`src/rtl/crtc_pkg.sv`:
```
// Shared definitions for the CRT timing controller: default counter width,
// the VGA 640x480 character-clock mode and the raster region encoding.
package crtc_pkg;

    localparam int CRTC_WIDTH = 32'd10;

    // VGA 640x480 in 8-pixel characters; each value is the last count of its region
    localparam logic [9:0] VGA_H_SYNC   = 10'd11;
    localparam logic [9:0] VGA_H_BPORCH = 10'd17;
    localparam logic [9:0] VGA_H_ACTIVE = 10'd97;
    localparam logic [9:0] VGA_H_FPORCH = 10'd99;
    localparam logic [9:0] VGA_V_SYNC   = 10'd1;
    localparam logic [9:0] VGA_V_BPORCH = 10'd34;
    localparam logic [9:0] VGA_V_ACTIVE = 10'd514;
    localparam logic [9:0] VGA_V_FPORCH = 10'd524;

    typedef enum logic [1:0] {
        SYNC   = 2'd0,
        BPORCH = 2'd1,
        ACTIVE = 2'd2,
        FPORCH = 2'd3
    } region_e;

endpackage

```
`src/rtl/crtc_axis.sv`:
```
// One raster axis: a counter wrapping at the front-porch boundary plus registered
// sync/blank/index decode. CRTC_NEG_SYNC_EN selects an active-low sync output.
module crtc_axis
    import crtc_pkg::*;
#(
    parameter int WIDTH = CRTC_WIDTH
) (
    input  logic             clock,
    input  logic             reset,
    input  logic             enable,
    input  logic             advance,
    input  logic [WIDTH-1:0] sync_last,
    input  logic [WIDTH-1:0] bporch_last,
    input  logic [WIDTH-1:0] active_last,
    input  logic [WIDTH-1:0] fporch_last,
    output logic             sync,
    output logic             blank,
    output logic             blank_next,
    output logic [WIDTH-1:0] index,
    output logic             wrap
);

    logic [WIDTH-1:0] cnt_r;
    logic [WIDTH-1:0] cnt_s;
    logic [WIDTH-1:0] index_r;
    logic [WIDTH-1:0] index_s;
    logic             sync_r;
    logic             sync_s;
    logic             blank_r;
    logic             blank_s;
    region_e          region_s;

    // Active wins over the other regions so blanking follows its own window compare
    // even when the boundaries are programmed out of order.
    function automatic region_e decode_region(input logic [WIDTH-1:0] cnt,
                                              input logic [WIDTH-1:0] s_last,
                                              input logic [WIDTH-1:0] b_last,
                                              input logic [WIDTH-1:0] a_last);
        region_e r;
        if ((cnt > b_last) && (cnt <= a_last)) begin
            r = ACTIVE;
        end else if (cnt <= s_last) begin
            r = SYNC;
        end else if (cnt <= b_last) begin
            r = BPORCH;
        end else begin
            r = FPORCH;
        end
        return r;
    endfunction

    // Next count and decode of that next count, so the registered outputs line up with the counter.
    always_comb begin
        wrap    = (cnt_r >= fporch_last);
        cnt_s   = cnt_r;
        index_s = {WIDTH{1'b0}};
        if (advance) begin
            if (wrap) begin
                cnt_s = {WIDTH{1'b0}};
            end else begin
                cnt_s = cnt_r + WIDTH'(1);
            end
        end else begin
            cnt_s = cnt_r;
        end
        region_s = decode_region(cnt_s, sync_last, bporch_last, active_last);
`ifdef CRTC_NEG_SYNC_EN
        sync_s   = !(cnt_s <= sync_last);
`else
        sync_s   = (cnt_s <= sync_last);
`endif
        blank_s  = (region_s != ACTIVE);
        if (region_s == ACTIVE) begin
            index_s = cnt_s - bporch_last - WIDTH'(1);
        end else begin
            index_s = {WIDTH{1'b0}};
        end
    end

    // Counter and output registers; everything holds while enable is low.
    always_ff @(posedge clock or posedge reset) begin
        if (reset) begin
            cnt_r   <= {WIDTH{1'b0}};
            sync_r  <= 1'b1;
            blank_r <= 1'b1;
            index_r <= {WIDTH{1'b0}};
        end else if (enable) begin
            cnt_r   <= cnt_s;
            sync_r  <= sync_s;
            blank_r <= blank_s;
            index_r <= index_s;
        end
    end

    assign sync       = sync_r;
    assign blank      = blank_r;
    assign blank_next = blank_s;
    assign index      = index_r;

endmodule

```
`src/rtl/crtc_timing.sv`:
```
// Character-clock CRT timing generator: horizontal and vertical axes with registered
// sync, blank, display enable and active-area coordinates. CRTC_NEG_SYNC_EN: active-low syncs.
module crtc_timing
    import crtc_pkg::*;
#(
    parameter int WIDTH = CRTC_WIDTH
) (
    input  logic             clock_i,
    input  logic             reset_i,
    input  logic             enable_i,
    input  logic [WIDTH-1:0] hsynct_i,
    input  logic [WIDTH-1:0] hbporch_i,
    input  logic [WIDTH-1:0] hactive_i,
    input  logic [WIDTH-1:0] hfporch_i,
    input  logic [WIDTH-1:0] vsynct_i,
    input  logic [WIDTH-1:0] vbporch_i,
    input  logic [WIDTH-1:0] vactive_i,
    input  logic [WIDTH-1:0] vfporch_i,
    output logic [WIDTH-1:0] row_o,
    output logic [WIDTH-1:0] col_o,
    output logic             de_o,
    output logic             hsync_o,
    output logic             vsync_o,
    output logic             hblank_o,
    output logic             vblank_o
);

    logic h_wrap_s;
    logic v_wrap_unused_s;
    logic h_blank_next_s;
    logic v_blank_next_s;
    logic de_r;

    crtc_axis #(.WIDTH(WIDTH)) u_haxis (
        .clock       (clock_i),
        .reset       (reset_i),
        .enable      (enable_i),
        .advance     (enable_i),
        .sync_last   (hsynct_i),
        .bporch_last (hbporch_i),
        .active_last (hactive_i),
        .fporch_last (hfporch_i),
        .sync        (hsync_o),
        .blank       (hblank_o),
        .blank_next  (h_blank_next_s),
        .index       (col_o),
        .wrap        (h_wrap_s)
    );

    // The line counter steps only on the character that ends a line.
    crtc_axis #(.WIDTH(WIDTH)) u_vaxis (
        .clock       (clock_i),
        .reset       (reset_i),
        .enable      (enable_i),
        .advance     (enable_i & h_wrap_s),
        .sync_last   (vsynct_i),
        .bporch_last (vbporch_i),
        .active_last (vactive_i),
        .fporch_last (vfporch_i),
        .sync        (vsync_o),
        .blank       (vblank_o),
        .blank_next  (v_blank_next_s),
        .index       (row_o),
        .wrap        (v_wrap_unused_s)
    );

    // Display enable registered from both axes' next blanking so it matches them cycle for cycle.
    always_ff @(posedge clock_i or posedge reset_i) begin
        if (reset_i) begin
            de_r <= 1'b0;
        end else if (enable_i) begin
            de_r <= !h_blank_next_s && !v_blank_next_s;
        end
    end

    assign de_o = de_r;

endmodule

```
`config.mk`:
```
export PLATFORM = sky130hd
export DESIGN_NAME = crtc_timing
export DESIGN_NICKNAME = d
export VERILOG_FILES = /design/src/rtl/crtc_pkg.sv /design/src/rtl/crtc_axis.sv /design/src/rtl/crtc_timing.sv
export SDC_FILE = /design/constraint.sdc
export NUM_CORES = 1
export LEC_CHECK = 0
export ABC_AREA = 1
export CORE_ASPECT_RATIO = 1.4
export CORE_MARGIN = 3
export CORE_UTILIZATION = 45
export CTS_CLUSTER_SIZE = 12
export DETAILED_ROUTE_END_ITERATION = 8
export DONT_BUFFER_PORTS = 1
export PLACE_DENSITY = 0.6
export SYNTH_ARGS = -nofsm -noshare
export SYNTH_HDL_FRONTEND = slang
export SYNTH_SLANG_ARGS = --single-unit
```
`constraint.sdc`:
```
create_clock -name clock_i -period 7.8 [get_ports clock_i]
set_clock_uncertainty 0.1 [all_clocks]
set_input_delay 1.56 -clock clock_i [delete_from_list [all_inputs] [get_ports clock_i]]
set_output_delay 1.56 -clock clock_i [all_outputs]
set_load 0.05 [all_outputs]
```
==> results_dict.tcl <==
set metrics [dict create \
    cts_tree "built" \
    power.total_mw 1.729 \
    place_congestion 0.8910 \
    clkPwrFrac_pct 11.9 \
    antenna_found_initial 0 \
    power.switching_uw 916.2 \
    drt_iter0_drc 110 \
    hold_viol 0 \
    clock_latency_ns 0.29 \
    vdd_drop_max_v 0.0001544 \
    vias 4356 \
    routed_wl_um 11790 \
    fp.coreArea_mm2 0.01057 \
    p_per_area_mw_per_mm2 330.4 \
    cts_made_buffers 5 \
    cts.reportedPaths.clkPinSlew_ns 0.06 \
    start_util_pct 47.08 \
    ys_seq_area_share_pct 22.73 \
    clock_path_buffers 2 \
    numPortBuffers 0 \
    row_count 44 \
    syn-num-nets 896 \
    nNetsFinal 895 \
    drtPass1Iterations 4 \
    fin_crit_sh_pct 57.38 \
    grt_pass1_vias 4277 \
    drive_gt1_share_pct 7.153 \
    dp.final_hpwl_um 9886 \
    die_w_um 94.88 \
    slew_violations 0 \
    dp_slack_ns 2.988 \
    setup_tns_ns 0 \
    relSlewSlack_pct 33.04 \
    detail-route-antenna-nets 0 \
    critPathCaptureType "flop" \
    combPwrFrac_pct 58.7 \
    die_h_um 130.4 \
    remaining_drc_errors 0 \
    ff_latch_area_mm2 0.001131 \
    synthArstFlopShare_pct 100.0 \
    p_seq_share_pct 29.4 \
    wl_per_cell_um 13.63 \
    syn_avg_cell_area_um2 6.845 \
    cap_violations 0 \
    final_util_pct 49.50 \
    layout_min_cycle_time_ns 4.475 \
    area_growth_pct 5.155 \
    outcome "finished, final reports clean" \
    leakage_nw 3.028 \
    critPathKind "input pin to flop" \
    via_per_inst 5.036 \
    synth_edf_count 0 \
    whs_ns 0.4846 \
    fin_ws_ns 3.325 \
    ys.warnings.count 0 \
    yosys_register_bits 45 \
    grt-ovfl-total 0 \
    grt_max_degree 46 \
    cts.repair_timing.setup_buffer_count 0 \
    syn_area_mm2 0.004976 \
    cp_max_fo 27 \
    cts-resized-gates 0 \
    io-pin-count 108 \
    clock.fmax_mhz 223.4 \
    grt_first_pass_wirelength_um 19590 \
    synth_ff_type "dfrtp_1" \
    p_int_uw 812.9 \
    start_kind "input pin" \
    hold_path.class "flop to flop" \
    multi_input_area_mm2 0.003238 \
    setup-violations-final 0 \
    track_usage_pct 20.02 \
    cp.required_ns 7.89 \
    worst_slew_pin_slew_ns 1.003 \
    root_buffer "clkbuf_16" \
    antennaDiodeCount 0 \
    die_area_mm2 0.01237 \
    syn_inst 727 \
    ys_types 39 \
    arrival_ns 4.56 \
    nFillCells 1088 \
    rsz0062_at_grt "no" \
    cts_hold_buf 0 \
    cts_sinks 45 \
    htree_levels 2 \
    switching_share_pct 52.99 \
]
-- cells in the mapped netlist (2+ instances only) --
cell      number  area [um^2]
nor2_1       103        386.6
nand4_1        7        43.79
nand3b_1       2        15.01
inv_1        139        521.8
dfrtp_1       41         1026
xnor2_1       10        87.58
o21ai_0       10        50.05
o21ai_2       10        87.58
nor2_2         4        25.02
o21a_1         2        15.01
o21ai_1        7        35.03
or2_1          2        12.51
nand3_1       29        145.1
fa_1           2        40.04
buf_2          3        15.01
a21oi_1       35        175.2
nand2_2        4        25.02
o21bai_1       8        60.06
nand2_1      170        638.1
clkbuf_1       2        7.510
dfstp_2        4        105.1
a21o_1         2        15.01
buf_6          2        22.52
ha_1          84         1051
o211ai_1       2        15.01
xor2_1        14        122.6
nand3_2       11        110.1
inv_2          7        26.28
-- cell type report --
type	instances	share of cell area [%]
inverters	147	10.59
flip-flops and latches	45	21.62
well taps	138	3.300
multi-input cells	527	61.88
clock buffers	8	2.606
-- power groups by stage --
stage	registers (mW)	logic, mW	clock network [mW]
finish	0.508	1.02	0.206
global route	0.521	1.19	0.220
CTS	0.510	1.03	0.215
detailed placement	0.514	1.02	0
global placement	0.513	0.998	0
floorplan	0.482	0.824	0
-- cells by family (layout without fill, tap and decap cells) --
group	count (synthesis)	after routing	share of synthesized area [%]
compound gates	80	80	9.706
fa+ha+maj	86	86	21.93
xor+xnor	24	24	4.224
simple gates	337	337	29.22
flops	45	45	22.73
buf+inv	155	155	12.20
-- metrics by stage --
| stage | cells | instance area, um^2 |
|---|---|---|
| 6_report | 865 | 5233 |
| 5_1_grt | 865 | 5233 |
| 4_1_cts | 865 | 5233 |
| 3_5_place_dp | 857 | 5096 |
| 3_3_place_gp | 857 | 5096 |
| 2_1_floorplan | 727 | 4976 |
-- per-layer routing --
| layer | wire, um | vias to the layer above | part of all wire (%) | GRT usage, % |
|---|---|---|---|---|
| met2 | 6161 | 115 | 52 | 38.25 |
| li1 | - | 2274 | - | - |
| met3 | 504 | 15 | 4.3 | 3.322 |
| met5 | 0 | - | 0 | 0 |
| met1 | 4896 | 1952 | 42 | 22.34 |
| met4 | 230 | 0 | 2.0 | 6.117 |
-- path summary, 6_finish.rpt --
path	start	end	slack (ns)	cells past startpoint
min reg2reg	u_vaxis.cnt_r[9]	u_vaxis.cnt_r[9]	0.48	2
max reg2reg	u_haxis.cnt_r[7]	de_o	4.16	18
max	hfporch_i[7]	de_o	3.32	19
min	u_vaxis.cnt_r[9]	u_vaxis.cnt_r[9]	0.48	2
min in group asynchronous	reset_i	u_haxis.index[4]	1.29	1
max in group asynchronous	reset_i	u_vaxis.index[4]	5.69	1
-- flip-flops by register name, summed over array words and instances, names as in the netlist --
register	count
u_haxis.cnt_r	10
u_haxis.index	10
u_vaxis.cnt_r	10
u_vaxis.index	10
de_o	1
u_haxis.blank	1
u_haxis.sync	1
u_vaxis.blank	1
u_vaxis.sync	1
-- critical path: stages --
cell and delay, ns:
inv_1 0.02, ha_1 0.29, a21oi_1 0.16, o21a_1 0.14
nand3_2 0.10, nand2_2 0.24, inv_4 0.17, nor2_1 0.32
ha_1 0.35, nand2_2 0.12, inv_1 0.04, nand2_1 0.08
nand3_1 0.07, nand2_1 0.06, nand3_1 0.06, nand3_1 0.52
nand2_1 0.11, nand2_1 0.09, inv_1 0.04
-- cells in the final DEF (no fill, tap or decap), types with 2 or more instances in the layout --
cell         n
nand2_1    170
inv_1      138
nor2_1     103
ha_1        84
dfrtp_1     41
a21oi_1     35
nand3_1     29
xor2_1      14
nand3_2     11
o21ai_0     10
xnor2_1     10
o21ai_2     10
inv_2        8
o21bai_1     8
nand4_1      7
o21ai_1      7
clkbuf_16    5
nand2_2      4
nor2_2       4
dfstp_2      4
clkbuf_1     3
nand3b_1     2
o21a_1       2
a21o_1       2
or2_1        2
o211ai_1     2
fa_1         2
Power figures use the tool's default switching activity.
